===== config.mk =====
export PLATFORM = sky130hd
export DESIGN_NAME = write_bus_arbiter
export DESIGN_NICKNAME = d
export VERILOG_FILES = /design/src/rtl/write_bus_arb_pkg.sv /design/src/rtl/write_bus_arbiter_rr_pick.sv /design/src/rtl/write_bus_arbiter.sv
export SDC_FILE = /design/constraint.sdc
export NUM_CORES = 1
export LEC_CHECK = 0
export ABC_CLOCK_PERIOD_IN_PS = 1350
export CAP_MARGIN = 5
export CORE_MARGIN = 2
export CORE_UTILIZATION = 24
export DETAILED_ROUTE_END_ITERATION = 16
export MAX_ROUTING_LAYER = met4
export PLACE_DENSITY = 0.75
export SYNTH_ARGS = -nofsm -noshare
export SYNTH_HDL_FRONTEND = slang
export SYNTH_SLANG_ARGS = --single-unit

===== constraint.sdc =====
create_clock -name clk -period 1.35 [get_ports clk]
set_input_delay 0.3375 -clock clk [delete_from_list [all_inputs] [get_ports clk]]
set_output_delay 0.3375 -clock clk [all_outputs]
set_load 0.01 [all_outputs]

===== src/rtl/write_bus_arb_pkg.sv =====
// Shared types and helpers for the write bus arbiter.
//   state_e   : arbiter state encoding (IDLE, XFER, RESP)
//   idx_width : width of a requester index, clog2(n) with a floor of 1
package write_bus_arb_pkg;

    typedef enum logic [1:0] {
        IDLE = 2'd0,
        XFER = 2'd1,
        RESP = 2'd2
    } state_e;

    // A single requester still needs a 1-bit index.
    function automatic int unsigned idx_width(input int unsigned n);
        return (n > 1) ? 32'($clog2(n)) : 32'd1;
    endfunction

endpackage


===== src/rtl/write_bus_arbiter_rr_pick.sv =====
// Combinational round-robin selector.
//   req     : request vector, one bit per requester
//   prio    : index that has first claim this round
//   any_req : at least one request present
//   sel     : first requesting index at or after prio, wrapping
module rr_pick
    import write_bus_arb_pkg::*;
#(
    parameter int unsigned NUM_REQ = 2,
    parameter int unsigned IDX_W   = idx_width(NUM_REQ)
) (
    input  logic [NUM_REQ-1:0] req,
    input  logic [IDX_W-1:0]   prio,
    output logic               any_req,
    output logic [IDX_W-1:0]   sel
);

    logic [IDX_W-1:0] pos_idx;

    // Walk from prio upward; the first hit wins.
    always_comb begin
        any_req = 1'b0;
        sel     = '0;
        pos_idx = '0;
        for (int unsigned k = 0; k < NUM_REQ; k++) begin
            pos_idx = IDX_W'((32'(prio) + k) % NUM_REQ);
            if (!any_req && req[pos_idx]) begin
                any_req = 1'b1;
                sel     = pos_idx;
            end
        end
    end

endmodule


===== src/rtl/write_bus_arbiter.sv =====
// Round-robin arbiter sharing one downstream write port (addr, data, resp
// channels) among NUM_REQ requesters, one full transaction per grant.
//   clk, rst                 : clock, synchronous active-high reset
//   req_addr_write_bus_*     : per-requester address channels (flat slices)
//   req_data_write_bus_*     : per-requester write data channels
//   req_resp_write_bus_*     : per-requester response channels
//   out_addr/data/resp_*     : shared downstream channels
//   busy                     : arbiter not idle
//   grant                    : index of current owner, valid while busy
module write_bus_arbiter
    import write_bus_arb_pkg::*;
#(
    parameter int unsigned NUM_REQ    = 2,
    parameter int unsigned DATA_WIDTH = 8
) (
    input  logic                            clk,
    input  logic                            rst,

    input  logic [NUM_REQ*DATA_WIDTH-1:0]   req_addr_write_bus_data,
    input  logic [NUM_REQ-1:0]              req_addr_write_bus_valid,
    output logic [NUM_REQ-1:0]              req_addr_write_bus_ready,

    input  logic [NUM_REQ*DATA_WIDTH-1:0]   req_data_write_bus_data,
    input  logic [NUM_REQ-1:0]              req_data_write_bus_valid,
    output logic [NUM_REQ-1:0]              req_data_write_bus_ready,

    output logic [NUM_REQ*DATA_WIDTH-1:0]   req_resp_write_bus_data,
    output logic [NUM_REQ-1:0]              req_resp_write_bus_valid,
    input  logic [NUM_REQ-1:0]              req_resp_write_bus_ready,

    output logic [DATA_WIDTH-1:0]           out_addr_write_bus_data,
    output logic                            out_addr_write_bus_valid,
    input  logic                            out_addr_write_bus_ready,

    output logic [DATA_WIDTH-1:0]           out_data_write_bus_data,
    output logic                            out_data_write_bus_valid,
    input  logic                            out_data_write_bus_ready,

    input  logic [DATA_WIDTH-1:0]           out_resp_write_bus_data,
    input  logic                            out_resp_write_bus_valid,
    output logic                            out_resp_write_bus_ready,

    output logic                            busy,
    output logic [idx_width(NUM_REQ)-1:0]   grant
);

    localparam int unsigned IDX_W = idx_width(NUM_REQ);

    state_e           state;
    state_e           state_d;
    logic [IDX_W-1:0] grant_q;
    logic [IDX_W-1:0] prio_q;
    logic             addr_done;
    logic             data_done;

    logic             pick_any;
    logic [IDX_W-1:0] pick_idx;

    logic                  g_addr_valid;
    logic [DATA_WIDTH-1:0] g_addr_data;
    logic                  g_data_valid;
    logic [DATA_WIDTH-1:0] g_data_data;
    logic                  g_resp_ready;

    logic addr_hs;
    logic data_hs;
    logic resp_hs;
    logic xfer_done;

    // Only address valid counts as a request.
    rr_pick #(
        .NUM_REQ (NUM_REQ),
        .IDX_W   (IDX_W)
    ) u_rr_pick (
        .req     (req_addr_write_bus_valid),
        .prio    (prio_q),
        .any_req (pick_any),
        .sel     (pick_idx)
    );

    // Mux out the owning requester's upstream signals.
    always_comb begin
        g_addr_valid = 1'b0;
        g_addr_data  = '0;
        g_data_valid = 1'b0;
        g_data_data  = '0;
        g_resp_ready = 1'b0;
        for (int unsigned i = 0; i < NUM_REQ; i++) begin
            if (grant_q == IDX_W'(i)) begin
                g_addr_valid = req_addr_write_bus_valid[i];
                g_addr_data  = req_addr_write_bus_data[i*DATA_WIDTH +: DATA_WIDTH];
                g_data_valid = req_data_write_bus_valid[i];
                g_data_data  = req_data_write_bus_data[i*DATA_WIDTH +: DATA_WIDTH];
                g_resp_ready = req_resp_write_bus_ready[i];
            end
        end
    end

    assign addr_hs   = (state == XFER) && g_addr_valid && !addr_done && out_addr_write_bus_ready;
    assign data_hs   = (state == XFER) && g_data_valid && !data_done && out_data_write_bus_ready;
    assign resp_hs   = (state == RESP) && out_resp_write_bus_valid && g_resp_ready;
    // Counts beats landing this cycle so addr/data may finish in either order.
    assign xfer_done = (addr_done || addr_hs) && (data_done || data_hs);

    // State register.
    always_ff @(posedge clk) begin
        if (rst) begin
            state <= IDLE;
        end else begin
            state <= state_d;
        end
    end

    // Next-state logic.
    always_comb begin
        state_d = state;
        case (state)
            IDLE:    if (pick_any)  state_d = XFER;
            XFER:    if (xfer_done) state_d = RESP;
            RESP:    if (resp_hs)   state_d = IDLE;
            default: state_d = IDLE;
        endcase
    end

    // Owner, fairness pointer and per-channel completion flags.
    always_ff @(posedge clk) begin
        if (rst) begin
            grant_q   <= '0;
            prio_q    <= '0;
            addr_done <= 1'b0;
            data_done <= 1'b0;
        end else begin
            if (state == IDLE && pick_any) begin
                grant_q <= pick_idx;
            end
            if (state == XFER) begin
                if (xfer_done) begin
                    addr_done <= 1'b0;
                    data_done <= 1'b0;
                end else begin
                    if (addr_hs) addr_done <= 1'b1;
                    if (data_hs) data_done <= 1'b1;
                end
            end
            if (resp_hs) begin
                prio_q <= (grant_q == IDX_W'(NUM_REQ - 1)) ? '0 : grant_q + IDX_W'(1);
            end
        end
    end

    // Output decode; only the owner is ever connected through.
    always_comb begin
        req_addr_write_bus_ready = '0;
        req_data_write_bus_ready = '0;
        req_resp_write_bus_valid = '0;
        req_resp_write_bus_data  = '0;
        out_addr_write_bus_data  = '0;
        out_addr_write_bus_valid = 1'b0;
        out_data_write_bus_data  = '0;
        out_data_write_bus_valid = 1'b0;
        out_resp_write_bus_ready = 1'b0;
        busy                     = (state != IDLE);
        grant                    = grant_q;
        case (state)
            XFER: begin
                out_addr_write_bus_valid = g_addr_valid && !addr_done;
                out_addr_write_bus_data  = g_addr_data;
                out_data_write_bus_valid = g_data_valid && !data_done;
                out_data_write_bus_data  = g_data_data;
                for (int unsigned i = 0; i < NUM_REQ; i++) begin
                    if (grant_q == IDX_W'(i)) begin
                        req_addr_write_bus_ready[i] = out_addr_write_bus_ready && !addr_done;
                        req_data_write_bus_ready[i] = out_data_write_bus_ready && !data_done;
                    end
                end
            end
            RESP: begin
                out_resp_write_bus_ready = g_resp_ready;
                for (int unsigned i = 0; i < NUM_REQ; i++) begin
                    if (grant_q == IDX_W'(i)) begin
                        req_resp_write_bus_valid[i] = out_resp_write_bus_valid;
                        req_resp_write_bus_data[i*DATA_WIDTH +: DATA_WIDTH] = out_resp_write_bus_data;
                    end
                end
            end
            default: ;
        endcase
    end

endmodule


# Word level (Yosys, flattened, before mapping)
# Cells that the tools add are included.
# word_totals
wordCells	80
in_bits	51
out_inout_bits	43
ff_bits	6
# classes
n_lt_le_gt_ge	2
n_eq_ne	5
mux	39
addsub	2
n_reduce_logical	27
# ops
operator	count
two-way mux 8 bit	6
two-way mux 1 bit	25
two-way mux 16 bit	1
logical AND 1 bit	15
two-way mux 2 bit	6
inequality test 2 bit (second input constant)	3
case mux 2 bit (3 select lines)	1
nonzero test 2 bit	3
< comparator 1 x 2 -> 1 bit (second input constant)	2
AND reduction 2 bit	2
logical NOT 1 bit	3
AND reduction 3 bit	1
adder 1 bit (second input constant)	2
equality test 2 x 1 -> 1 bit (second input constant)	1
equality test 2 bit (second input constant)	1
logical NOT 2 bit	1
logical OR 1 bit	2

# Longest topological paths before layout
# depth
depth_word	8
ltp_mapped	6
depth_no_buf	4

# Cells and area by module
# From an unflattened synthesis, not the netlist that was laid out.
# unflattened
cells_unflattened	99
hier_area_um2	744.5
# by_module_without_submodules
mod	cells_per_inst	n_inst	area_each_um2	seq_area_each_um2
write_bus_arbiter	96	1	726.9	120.1
rr_pick	3	1	17.5	0.0

# Worst setup path after synthesis
# No wires, ideal clock.
# synth_timing
path_kind	reg2out
from	reg state[0]
to	out req_data_write_bus_ready[0]
n_path_buf	1
slack_ns	-0.321
arrival_time_ns	1.333
required_time_ns	1.013
path_stages_with_launch	4
path_cell_list	dfxtp_1 -> or2b_1 -> clkbuf_1 -> nor4b_1
# synth_via
elab_chain_cells	2
# synth_rtl
element	line_no	text
from (decl)	write_bus_arbiter.sv:49	state_e state;
from (signal assigned)	write_bus_arbiter.sv:110	state <= state_d;
equality test 2 x 1 -> 1 bit	write_bus_arbiter.sv:164	case (state)
two-way mux 2 bit	write_bus_arbiter.sv:164	
to (decl)	write_bus_arbiter.sv:25	output logic [NUM_REQ-1:0] req_data_write_bus_ready,
# No other way between the ends.

# Worst setup path after layout
# Same ends and word-level chain as after synthesis.

==> results.md <==
- Initial cell density of the core: 0.2557
- Post-DRT Antenna Nets: 0
- Max_slew headroom: 0.7226
- Crit end category: output pin
- Initial antenna violation count: 0
- Vias: 1375
- Core region area: 3078 sq um
- TNS Setup: -17.14 ns
- Syn Nets: 148
- First-pass detailed-route iteration total: 4
- Async SR Flop Fraction: 0
- Post-synthesis register bit count: 6
- Overall power: 1.196 mW
- Final worst-path cycle share: 1.362
- Die width: 61.27 um
- Final net count: 281
- Layout Cells excl Fill: 273
- Skew-Pair Late Insertion Delay: 0.25 ns
- Final setup viols: 48
- GP Congestion: 0.7243
- MaxCap Viol Count: 0
- CTS root buf: clkbuf_4
- Clk sink count: 6
- Worst slew pin tran: 0.4129 ns
- Type of the worst setup path: reg -> out
- Die H: 61.27 um
- Vias in the first global route: 1239
- Post-Route WL: 5.797 mm
- I/O Pins: 94
- Netlist cell types: 29
- Largest net degree at the start of global routing: 11
- Syn Inst Count: 97
- CTS Hold Buffers Added: 0
- Minimum clock period: 1.839 ns
- Mapped Area: 787.0 sq um
- Detailed Place HPWL: 2.915 mm
- Yosys warnings: 0
- CP arrival: 1.50 ns
- Placed Instances: 248
- Crit-path max FO: 7
- Final hold vios: 0
- DRT iter0 DRCs: 67
- CTS clk-pin slew, worst paths: 0.06 ns
- Max-slew violation count: 0
- Clock tree from TritonCTS: done
- Area Overhead vs Synth: 227.3%
- Post-synth EDFFs: 0
- Total Routing Usage GR: 0.2214
- Via density: 5.037
- Share of layout cells above drive strength 1: 0.6681
- IO Port Bufs: 93
- CTS buffer count: 3
- Pleak: 1.087 nW
- PnR worst setup slack: -0.4887 ns
- RSZ-0062 raised after global routing: yes
- Die area: 3753 sq um
- N_diodes: 0
- Sequential area share after synthesis: 0.1526
- Main synth FF type: dfxtp_1
- DR WL/cell: 21.23 um
- Num rows: 20
- Residual DRC count: 0
- Average size of a mapped cell: 8.113 sq um
- Cell Pwr Density: 464.2 nW/um^2
- Worst min-delay path class: reg -> reg
- Critical Path RT: 1.01 ns
- First-pass GRT wire length: 6.113 mm
- H-tree levels: 1
- Setup Skew: 0.01914 ns
- Run status: complete, but fails checks
- Failing checks: negative setup slack
- Worst vdd ir: 0.5868 mV
- Longest Clk Path Bufs: 2
- CP Launch Type: register
- Gr ovfl total: 0
- Max frequency: 543.8 MHz
cell usage after synthesis (2+ instances only):
library cell / instances / area (sq um)
mux2_4: 2 / 30.03
and4b_1: 2 / 20.02
buf_6: 2 / 22.52
nor3_1: 5 / 25.02
nor3b_1: 3 / 22.52
nand2b_1: 2 / 12.51
nand2_1: 2 / 7.510
nor2_1: 18 / 67.56
dfxtp_1: 6 / 120.1
clkbuf_1: 3 / 11.26
mux2i_1: 16 / 160.2
a31oi_4: 2 / 42.54
and2_1: 18 / 112.6
critical path, stage by stage (launching register included):
cell and delay [ns]:
dfxtp_4 0.36, or2b_4 0.35, nor4b_4 0.34, buf_2 0.19
where the power goes:
part           internal, mW  total [mW]  switching [mW]
sequential            0.185       0.201          0.0157
clock                 0.113       0.192          0.0788
combinational         0.474       0.804           0.330
total                 0.771        1.20           0.424
metal layers:
metal / track usage / wire [um] / vias up
met3: 0.04412 / 425 / 20
met1: 0.2611 / 2185 / 664
met5: - / 0 / -
met4: 0.01863 / 182 / 0
met2: 0.4012 / 3003 / 86
li1: - / - / 605
final timing paths:
check | from | end | slack, ns | cells past startpoint
max | state[0] | req_data_write_bus_ready[0] | -0.49 | 3
min | state[1] | state[0] | 0.53 | 2
max reg2reg | grant | state[0] | -0.40 | 6
min reg2reg | state[1] | state[0] | 0.53 | 2
layout by cell type (no fill, tap or decap), types with 4 or more instances in the layout:
| cell | n |
|---|---|
| buf_12 | 4 |
| buf_2 | 18 |
| and2_1 | 8 |
| nor2_4 | 14 |
| mux2i_4 | 14 |
| dlygate4sd2_1 | 4 |
| and2_4 | 10 |
| buf_6 | 44 |
| clkdlybuf4s50_1 | 46 |
| buf_4 | 14 |
area by class of cell:
class	count	area [sq um]
tap	44	55.05
fill	157	501.7
timing repair buffer	134	1336
clock buffer	4	26.28
multi-input combinational	84	1026
sequential	6	128.9
inverter	1	3.754
cells by family (layout without fill, tap and decap cells):
| kind of cell | Yosys count | after routing | synth area share |
|---|---|---|---|
| and+or+nand+nor | 56 | 57 | 0.3975 |
| muxes | 18 | 18 | 0.2417 |
| AOI/OAI and AO/OA | 9 | 9 | 0.1494 |
| buffers and inverters | 8 | 139 | 0.05881 |
| DFF | 6 | 6 | 0.1526 |
sequential cells by signal, indices dropped and copies added (netlist names):
register / flops
data_done: 1
prio_q: 1
grant: 1
addr_done: 1
state: 2
repair_timing:
action	in CTS	in global routing
gates cloned	2	1
buffers inserted	14	10
endpoints found under the setup margin	48	48
pin swaps	21	15
gates resized for setup	230	64
per-stage QoR:
stage	util	setup slack, ns	hold WS, ns	area (sq um)
2_1_floorplan	-	-0.09008	0.3999	960.9
3_3_place_gp	0.6638	-0.6864	0.5184	2043
3_5_place_dp	0.6638	-0.6952	0.5326	2043
4_1_cts	0.7285	-0.4190	0.5272	2242
5_1_grt	0.8370	-0.5174	0.5414	2576
6_report	0.8370	-0.4887	0.5275	2576
No activity file was read; power rests on OpenSTA's default activity.
